<file path="config.mk">
export PLATFORM = sky130hd
export DESIGN_NAME = bp_update_ctrl_flat
export DESIGN_NICKNAME = d
export VERILOG_FILES = /design/src/rtl/bp_update_ctrl_pkg.sv /design/src/rtl/bp_update_ctrl_if.sv /design/src/rtl/bp_update_ctrl_fifo.sv /design/src/rtl/bp_update_ctrl.sv /design/src/flat_wrapper.sv
export SDC_FILE = /design/constraint.sdc
export NUM_CORES = 1
export LEC_CHECK = 0
export ABC_CLOCK_PERIOD_IN_PS = 3600
export CAP_MARGIN = 15
export CELL_PAD_IN_SITES_DETAIL_PLACEMENT = 2
export CELL_PAD_IN_SITES_GLOBAL_PLACEMENT = 2
export CORE_AREA = 2 2 120 122
export CTS_BUF_LIST = sky130_fd_sc_hd__clkbuf_8
export CTS_CLUSTER_DIAMETER = 80
export DETAILED_ROUTE_END_ITERATION = 7
export DIE_AREA = 0 0 122 124
export PLACE_DENSITY = 0.86
export SLEW_MARGIN = 20
export SYNTH_ARGS = -nofsm -noshare
export SYNTH_HDL_FRONTEND = slang
export SYNTH_SLANG_ARGS = --single-unit
export TNS_END_PERCENT = 30
</file>
<file path="constraint.sdc">
create_clock -name clk -period 3.6 [get_ports clk]
set_input_delay 0.72 -clock clk [delete_from_list [all_inputs] [get_ports clk]]
set_output_delay 0.72 -clock clk [all_outputs]
set_load 0.02 [all_outputs]
</file>
<file path="src/rtl/bp_update_ctrl_pkg.sv">
// Shared types and constants for the branch-predictor table sequencing controller.
package bp_update_ctrl_pkg;

    typedef enum logic {
        BP_INIT = 1'b0,
        BP_RUN  = 1'b1
    } bp_ctrl_state_t;

    // Two-bit saturating counter encoding: 00 strong NT, 01 weak NT, 10 weak T, 11 strong T.
    localparam logic [1:0] BP_CNT_WEAK_NT = 2'b01;

    typedef struct packed {
        logic [31:0] addr;
        logic        taken;
    } bp_upd_t;

    localparam int BP_UPD_W = $bits(bp_upd_t);

endpackage

</file>
<file path="src/rtl/bp_update_ctrl_if.sv">
// Signals between the controller, EX resolution, IF lookup and the predictor tables.
interface bp_update_ctrl_if #(
    parameter int S_PC_IDX = 12
);
    logic                clear;
    logic                resolve_valid;
    logic [31:0]         resolve_addr;
    logic                resolve_taken;
    logic                resolve_ready;
    logic                lookup_req;
    logic                lookup_stall;
    logic                upd_valid;
    logic [31:0]         upd_addr;
    logic                upd_br_en;
    logic                init_we;
    logic [S_PC_IDX-1:0] init_idx;
    logic [1:0]          init_data;
    logic                init_busy;

    modport master (
        input  clear, resolve_valid, resolve_addr, resolve_taken, lookup_req,
        output resolve_ready, lookup_stall, upd_valid, upd_addr, upd_br_en,
               init_we, init_idx, init_data, init_busy
    );

    modport slave (
        output clear, resolve_valid, resolve_addr, resolve_taken, lookup_req,
        input  resolve_ready, lookup_stall, upd_valid, upd_addr, upd_br_en,
               init_we, init_idx, init_data, init_busy
    );
endinterface

</file>
<file path="src/rtl/bp_update_ctrl_fifo.sv">
// Small circular FIFO buffering resolved-branch updates; flush empties it in one cycle.
module bp_update_fifo #(
    parameter  int DEPTH = 4,
    parameter  int WIDTH = 33,
    localparam int PW    = $clog2(DEPTH),
    localparam int CW    = PW + 1
) (
    input  logic             clk,
    input  logic             rst,
    input  logic             i_flush,
    input  logic             i_push,
    input  logic [WIDTH-1:0] i_din,
    input  logic             i_pop,
    output logic [WIDTH-1:0] o_dout,
    output logic             o_full,
    output logic             o_empty,
    output logic [CW-1:0]    o_count
);
    logic [WIDTH-1:0] r_mem [DEPTH];
    logic [PW-1:0]    r_wr_ptr;
    logic [PW-1:0]    r_rd_ptr;
    logic [CW-1:0]    r_count;

    // NOTE: the storage array has no reset; only pointers and occupancy define validity.
    always_ff @(posedge clk) begin
        if (i_push) r_mem[r_wr_ptr] <= i_din;
    end

    always_ff @(posedge clk or negedge rst) begin
        if (!rst) begin
            r_wr_ptr <= '0;
            r_rd_ptr <= '0;
            r_count  <= '0;
        end else if (i_flush) begin
            r_wr_ptr <= '0;
            r_rd_ptr <= '0;
            r_count  <= '0;
        end else begin
            if (i_push) r_wr_ptr <= r_wr_ptr + 1'b1;
            if (i_pop)  r_rd_ptr <= r_rd_ptr + 1'b1;
            case ({i_push, i_pop})
                2'b10:   r_count <= r_count + 1'b1;
                2'b01:   r_count <= r_count - 1'b1;
                default: r_count <= r_count;
            endcase
        end
    end

    assign o_dout  = r_mem[r_rd_ptr];
    assign o_full  = (r_count == CW'(DEPTH));
    assign o_empty = (r_count == '0);
    assign o_count = r_count;
endmodule

</file>
<file path="src/rtl/bp_update_ctrl.sv">
// Table init sequencer plus lookup/update arbiter for the single-ported predictor tables.
module bp_update_ctrl
    import bp_update_ctrl_pkg::*;
#(
    parameter int S_PC_IDX   = 12,
    parameter int DEPTH      = 4,
    parameter int STARVE_MAX = 3
) (
    input  logic clk,
    input  logic rst,
    bp_update_ctrl_if.master bus
);
    localparam int                  CW         = $clog2(DEPTH) + 1;
    localparam int                  SW         = $clog2(STARVE_MAX + 1);
    localparam logic [SW-1:0]       STARVE_LIM = SW'(STARVE_MAX);
    localparam logic [S_PC_IDX-1:0] IDX_MAX    = '1;

    bp_ctrl_state_t      r_state, w_state_nxt;
    logic [S_PC_IDX-1:0] r_init_idx, w_init_idx_nxt;
    logic [SW-1:0]       r_starve, w_starve_nxt;
    logic                w_push, w_pop, w_flush, w_full, w_empty;
    logic [CW-1:0]       w_count;
    bp_upd_t             w_din, w_head;

    assign w_din = '{addr: bus.resolve_addr, taken: bus.resolve_taken};

    bp_update_fifo #(.DEPTH(DEPTH), .WIDTH(BP_UPD_W)) u_fifo (
        .clk     (clk),
        .rst     (rst),
        .i_flush (w_flush),
        .i_push  (w_push),
        .i_din   (w_din),
        .i_pop   (w_pop),
        .o_dout  (w_head),
        .o_full  (w_full),
        .o_empty (w_empty),
        .o_count (w_count)
    );

    always_ff @(posedge clk or negedge rst) begin
        if (!rst) begin
            r_state    <= BP_INIT;
            r_init_idx <= '0;
            r_starve   <= '0;
        end else begin
            r_state    <= w_state_nxt;
            r_init_idx <= w_init_idx_nxt;
            r_starve   <= w_starve_nxt;
        end
    end

    // NOTE: every output of this block gets a default first, so no path can infer a latch.
    always_comb begin
        w_state_nxt       = r_state;
        w_init_idx_nxt    = '0;
        w_starve_nxt      = '0;
        w_push            = 1'b0;
        w_pop             = 1'b0;
        w_flush           = 1'b0;
        bus.init_we       = 1'b0;
        bus.init_busy     = 1'b0;
        bus.lookup_stall  = 1'b0;
        bus.resolve_ready = 1'b0;
        case (r_state)
            BP_INIT: begin
                bus.init_we      = 1'b1;
                bus.init_busy    = 1'b1;
                bus.lookup_stall = 1'b1;
                if (bus.clear) begin
                    w_init_idx_nxt = '0;
                end else if (r_init_idx == IDX_MAX) begin
                    w_state_nxt = BP_RUN;
                end else begin
                    w_init_idx_nxt = r_init_idx + 1'b1;
                end
            end
            BP_RUN: begin
                bus.resolve_ready = !w_full;
                if (bus.clear) begin
                    // Queued updates belong to the old context and are discarded.
                    w_state_nxt = BP_INIT;
                    w_flush     = 1'b1;
                end else begin
                    w_push = bus.resolve_valid && !w_full;
                    if (!w_empty) begin
                        if (bus.lookup_req && (r_starve < STARVE_LIM)) begin
                            w_starve_nxt = r_starve + 1'b1;
                        end else begin
                            w_pop            = 1'b1;
                            bus.lookup_stall = bus.lookup_req;
                        end
                    end
                end
            end
        endcase
    end

    assign bus.upd_valid = w_pop;
    assign bus.upd_addr  = w_head.addr;
    assign bus.upd_br_en = w_head.taken;
    assign bus.init_idx  = r_init_idx;
    assign bus.init_data = BP_CNT_WEAK_NT;

    a_count_bound: assert property (@(posedge clk) disable iff (!rst) w_count <= CW'(DEPTH));
endmodule

</file>
<file path="src/flat_wrapper.sv">
// flat-port wrapper written by rule: the top's interface ports become plain ports
module bp_update_ctrl_flat import bp_update_ctrl_pkg::*;
#(
    parameter int S_PC_IDX   = 12,
    parameter int DEPTH      = 4,
    parameter int STARVE_MAX = 3
)
  (clk, rst, bus_clear, bus_resolve_valid, bus_resolve_addr, bus_resolve_taken, bus_lookup_req, bus_resolve_ready, bus_lookup_stall, bus_upd_valid, bus_upd_addr, bus_upd_br_en, bus_init_we, bus_init_idx, bus_init_data, bus_init_busy);
  bp_update_ctrl_if #(.S_PC_IDX(S_PC_IDX)) bus_i ();
  input  logic clk;
  input  logic rst;
  input wire logic [$bits(bus_i.clear)-1:0] bus_clear;
  input wire logic [$bits(bus_i.resolve_valid)-1:0] bus_resolve_valid;
  input wire logic [$bits(bus_i.resolve_addr)-1:0] bus_resolve_addr;
  input wire logic [$bits(bus_i.resolve_taken)-1:0] bus_resolve_taken;
  input wire logic [$bits(bus_i.lookup_req)-1:0] bus_lookup_req;
  output wire logic [$bits(bus_i.resolve_ready)-1:0] bus_resolve_ready;
  output wire logic [$bits(bus_i.lookup_stall)-1:0] bus_lookup_stall;
  output wire logic [$bits(bus_i.upd_valid)-1:0] bus_upd_valid;
  output wire logic [$bits(bus_i.upd_addr)-1:0] bus_upd_addr;
  output wire logic [$bits(bus_i.upd_br_en)-1:0] bus_upd_br_en;
  output wire logic [$bits(bus_i.init_we)-1:0] bus_init_we;
  output wire logic [$bits(bus_i.init_idx)-1:0] bus_init_idx;
  output wire logic [$bits(bus_i.init_data)-1:0] bus_init_data;
  output wire logic [$bits(bus_i.init_busy)-1:0] bus_init_busy;
  assign bus_i.clear = bus_clear;
  assign bus_i.resolve_valid = bus_resolve_valid;
  assign bus_i.resolve_addr = bus_resolve_addr;
  assign bus_i.resolve_taken = bus_resolve_taken;
  assign bus_i.lookup_req = bus_lookup_req;
  assign bus_resolve_ready = bus_i.resolve_ready;
  assign bus_lookup_stall = bus_i.lookup_stall;
  assign bus_upd_valid = bus_i.upd_valid;
  assign bus_upd_addr = bus_i.upd_addr;
  assign bus_upd_br_en = bus_i.upd_br_en;
  assign bus_init_we = bus_i.init_we;
  assign bus_init_idx = bus_i.init_idx;
  assign bus_init_data = bus_i.init_data;
  assign bus_init_busy = bus_i.init_busy;
  bp_update_ctrl #(.S_PC_IDX(S_PC_IDX), .DEPTH(DEPTH), .STARVE_MAX(STARVE_MAX)) u_core (.clk(clk), .rst(rst), .bus(bus_i));
endmodule
</file>
==> impl_metrics.toml <==
[outcome]
status = "complete, no violations"

[final_layout]
area_delta_synth_final_pct = 24.68
multi_input_area_um2 = 1454
n_antenna_cell = 0
final_cell_mix = "132 x edfxtp_1, 86 x clkdlybuf4s50_1, 33 x mux4_2"
fill_cells = 1173
nets = 450
drive_gt1_share_pct = 21.53
fin_area_um2 = 7560
regArea_um2 = 4517
final_common_cell = "edfxtp_1"

[grt]
grt_first_pass_wirelength_mm = 22.83
grt_start_max_net_pins = 34
grt_pass1_vias = 3612
track_usage_pct = 21.61
antenna_found_initial = 0
overflow = 0

[timing]
fin_crit_ns = 3.194
final_hold_viol_count = 0
finClkSkew_ns = 0.007826
finalSetupViolations = 0
rsz0062_at_grt = "false"
slew_headroom_pct = 63.76
fmax_ghz = 0.3131
period_share_pct = 88.71
drv_slew = 0
fin_tns_setup_ns = 0
tightestPinTransition_ns = 0.5435

[route]
viasPerCell = 5.480
final_antenna_net_count = 0
vias = 3277
drc = 0
wl_mm = 15.01
initialDrtViolationCount = 240
drtPass1Iterations = 4
routedWlPerCell_um = 25.10

[critical_path]
crit_path_start_kind = "flop"
worst_setup_path_end_kind = "output port"
crit_buf_inv = 2
rr_endpoint = "u_core.u_fifo.o_count[2]"
crit_chain = "buf_4, mux4_2, clkdlybuf4s50_1"
reg2regPathDepth = 8
path_depth = 3
crit_path_top_delay_cell = "mux4_2"
crit_type = "reg -> out"
max_stage_delay_ns = 0.59
regToRegSetupSlack_ns = 1.15
worstPathRequired_ns = 2.88
rr_startpoint = "u_core.u_fifo.o_count[0]"
crit_path_max_fanout = 22
worstPathArrival_ns = 2.47
crit_family = "buffers and inverters"

[power]
p_per_area_nw_per_um2 = 441.7
leakage_uw = 0.002531
max-vdd-ir-drop_uv = 248.3

[placed_design]
postPlaceCellArea_um2 = 7197
dp_hpwl_mm = 10.27
place.gp.congestion = 0.7880
portBuffers = 87

[min_path]
min_path_type = "in -> async"

[cts]
cts_buffer_depth = 2
clockRootBuffer = "clkbuf_8"
cts_tree = "built"
hold_buffers = 0
clock_latency_ns = 0.45
cts_sinks = 154
cts_max_level = 4
post_cts_buffers = 0
ctsResizeCount = 0
clkTransAtPathRegs_ns = 0.08
numCtsBuffers = 17

[floorplanning]
die_y_um = 124
rows = 43
boundaryPins = 90
start_util_pct = 44.20
core_um2 = 13720
die_x_um = 122
dieArea_um2 = 15130

[logic_synthesis]
ys_warn_count = 0
async_reset_ff_share_pct = 14.29
ys_seq_area_share_pct = 74.45
mappedNetlistArea_um2 = 6063
synth_cells = 302
synth_fp_nets = 347
ys_ff_latch = 154
synth_area_per_cell_um2 = 20.08
synth_flop_cell = "edfxtp_1"
synth_edf_count = 132
synth_cell_types = 47

[run]
cap_viol_max_count = 0
==> layer usage <==
layer / global-route usage [%] / vias up / share of wire (%)
met2: 36.00 / 105 / 51
met5: 0 / - / 0
li1: - / 1411 / -
met1: 28.46 / 1745 / 43
met4: 8.621 / 0 / 1.4
met3: 3.846 / 16 / 4.3
==> final cells by class <==
cell class                      count  area share [%]
Sequential cell                   154           59.75
Multi-Input combinational cell    129           19.23
Timing Repair Buffer               99           12.98
Clock buffer                       21           3.823
Tap cell                          180           2.979
Clock inverter                     11           1.043
Inverter                            4          0.1986
==> metrics by stage <==
step	setup WS [ns]	std cells	utilization, %	total power (µW)	hold slack, ns
after detailed placement	0.5190	566	52.46	2174	0.4620
final	0.4063	598	55.10	3339	0.2407
after floorplan	1.182	302	-	2064	0.4189
after global placement	0.5621	566	52.46	2159	0.4311
after global routing	0.2599	598	55.10	3445	0.2559
after CTS	0.3170	598	55.14	3375	0.4724
==> power breakdown <==
part / leakage [µW] / switching [µW] / internal, µW
clock: 0.000205 / 603 / 604
sequential: 0.00147 / 11.8 / 1940
combinational: 0.000851 / 87.7 / 90.8
total: 0.00253 / 703 / 2640
==> registers in the layout, indices dropped and copies added (netlist names) <==
signal and flops:
u_core.r_starve 2, u_core.bus.init_idx 12, u_core.u_fifo.r_rd_ptr 2, u_core.u_fifo.o_count 3, u_core.r_state 1, u_core.u_fifo.r_wr_ptr 2, u_core.u_fifo.r_mem 132
==> synthesized netlist by cell type, drive strengths merged (4+ instances only) <==
library cell    n  area, µm²
dfrtp          22      550.5
xor2           10      87.58
nand4           6      37.54
nand2           8      30.03
clkbuf          4      15.01
and2            5      31.28
nor3            4      20.02
nor2           12      45.04
inv             4      15.01
mux4           33      743.2
ha              6      75.07
edfxtp        132       3964
buf            11      70.06
nand3           5      25.02
==> logic make-up after synthesis <==
logic type | Yosys count | synth area share (%)
flops | 154 | 74.45
mux | 35 | 12.59
compound gates | 12 | 1.548
other cells | 2 | 0.1239
fa+ha+maj | 7 | 1.568
simple gates | 60 | 6.191
xor+xnor | 13 | 1.878
buf+inv | 19 | 1.651
==> worst max path at each step <==
stage	start	end
after floorplan	bus_clear	u_core.u_fifo.o_count[2]
after global placement	bus_clear	bus_upd_valid
after detailed placement	bus_clear	bus_upd_valid
after CTS	u_core.u_fifo.r_rd_ptr[0]	bus_upd_addr[3]
after global routing	u_core.u_fifo.r_rd_ptr[0]	bus_upd_addr[3]
final	u_core.u_fifo.r_rd_ptr[0]	bus_upd_addr[3]
==> worst register-to-register path, delay by kind of cell (launching register included) <==
kind | cells | cell delay [ns]
simple gates | 5 | 1.13
flops | 1 | 0.47
fa+ha+maj | 1 | 0.44
compound gates | 2 | 0.34
Note: power is estimated with default switching activity, not from simulation.
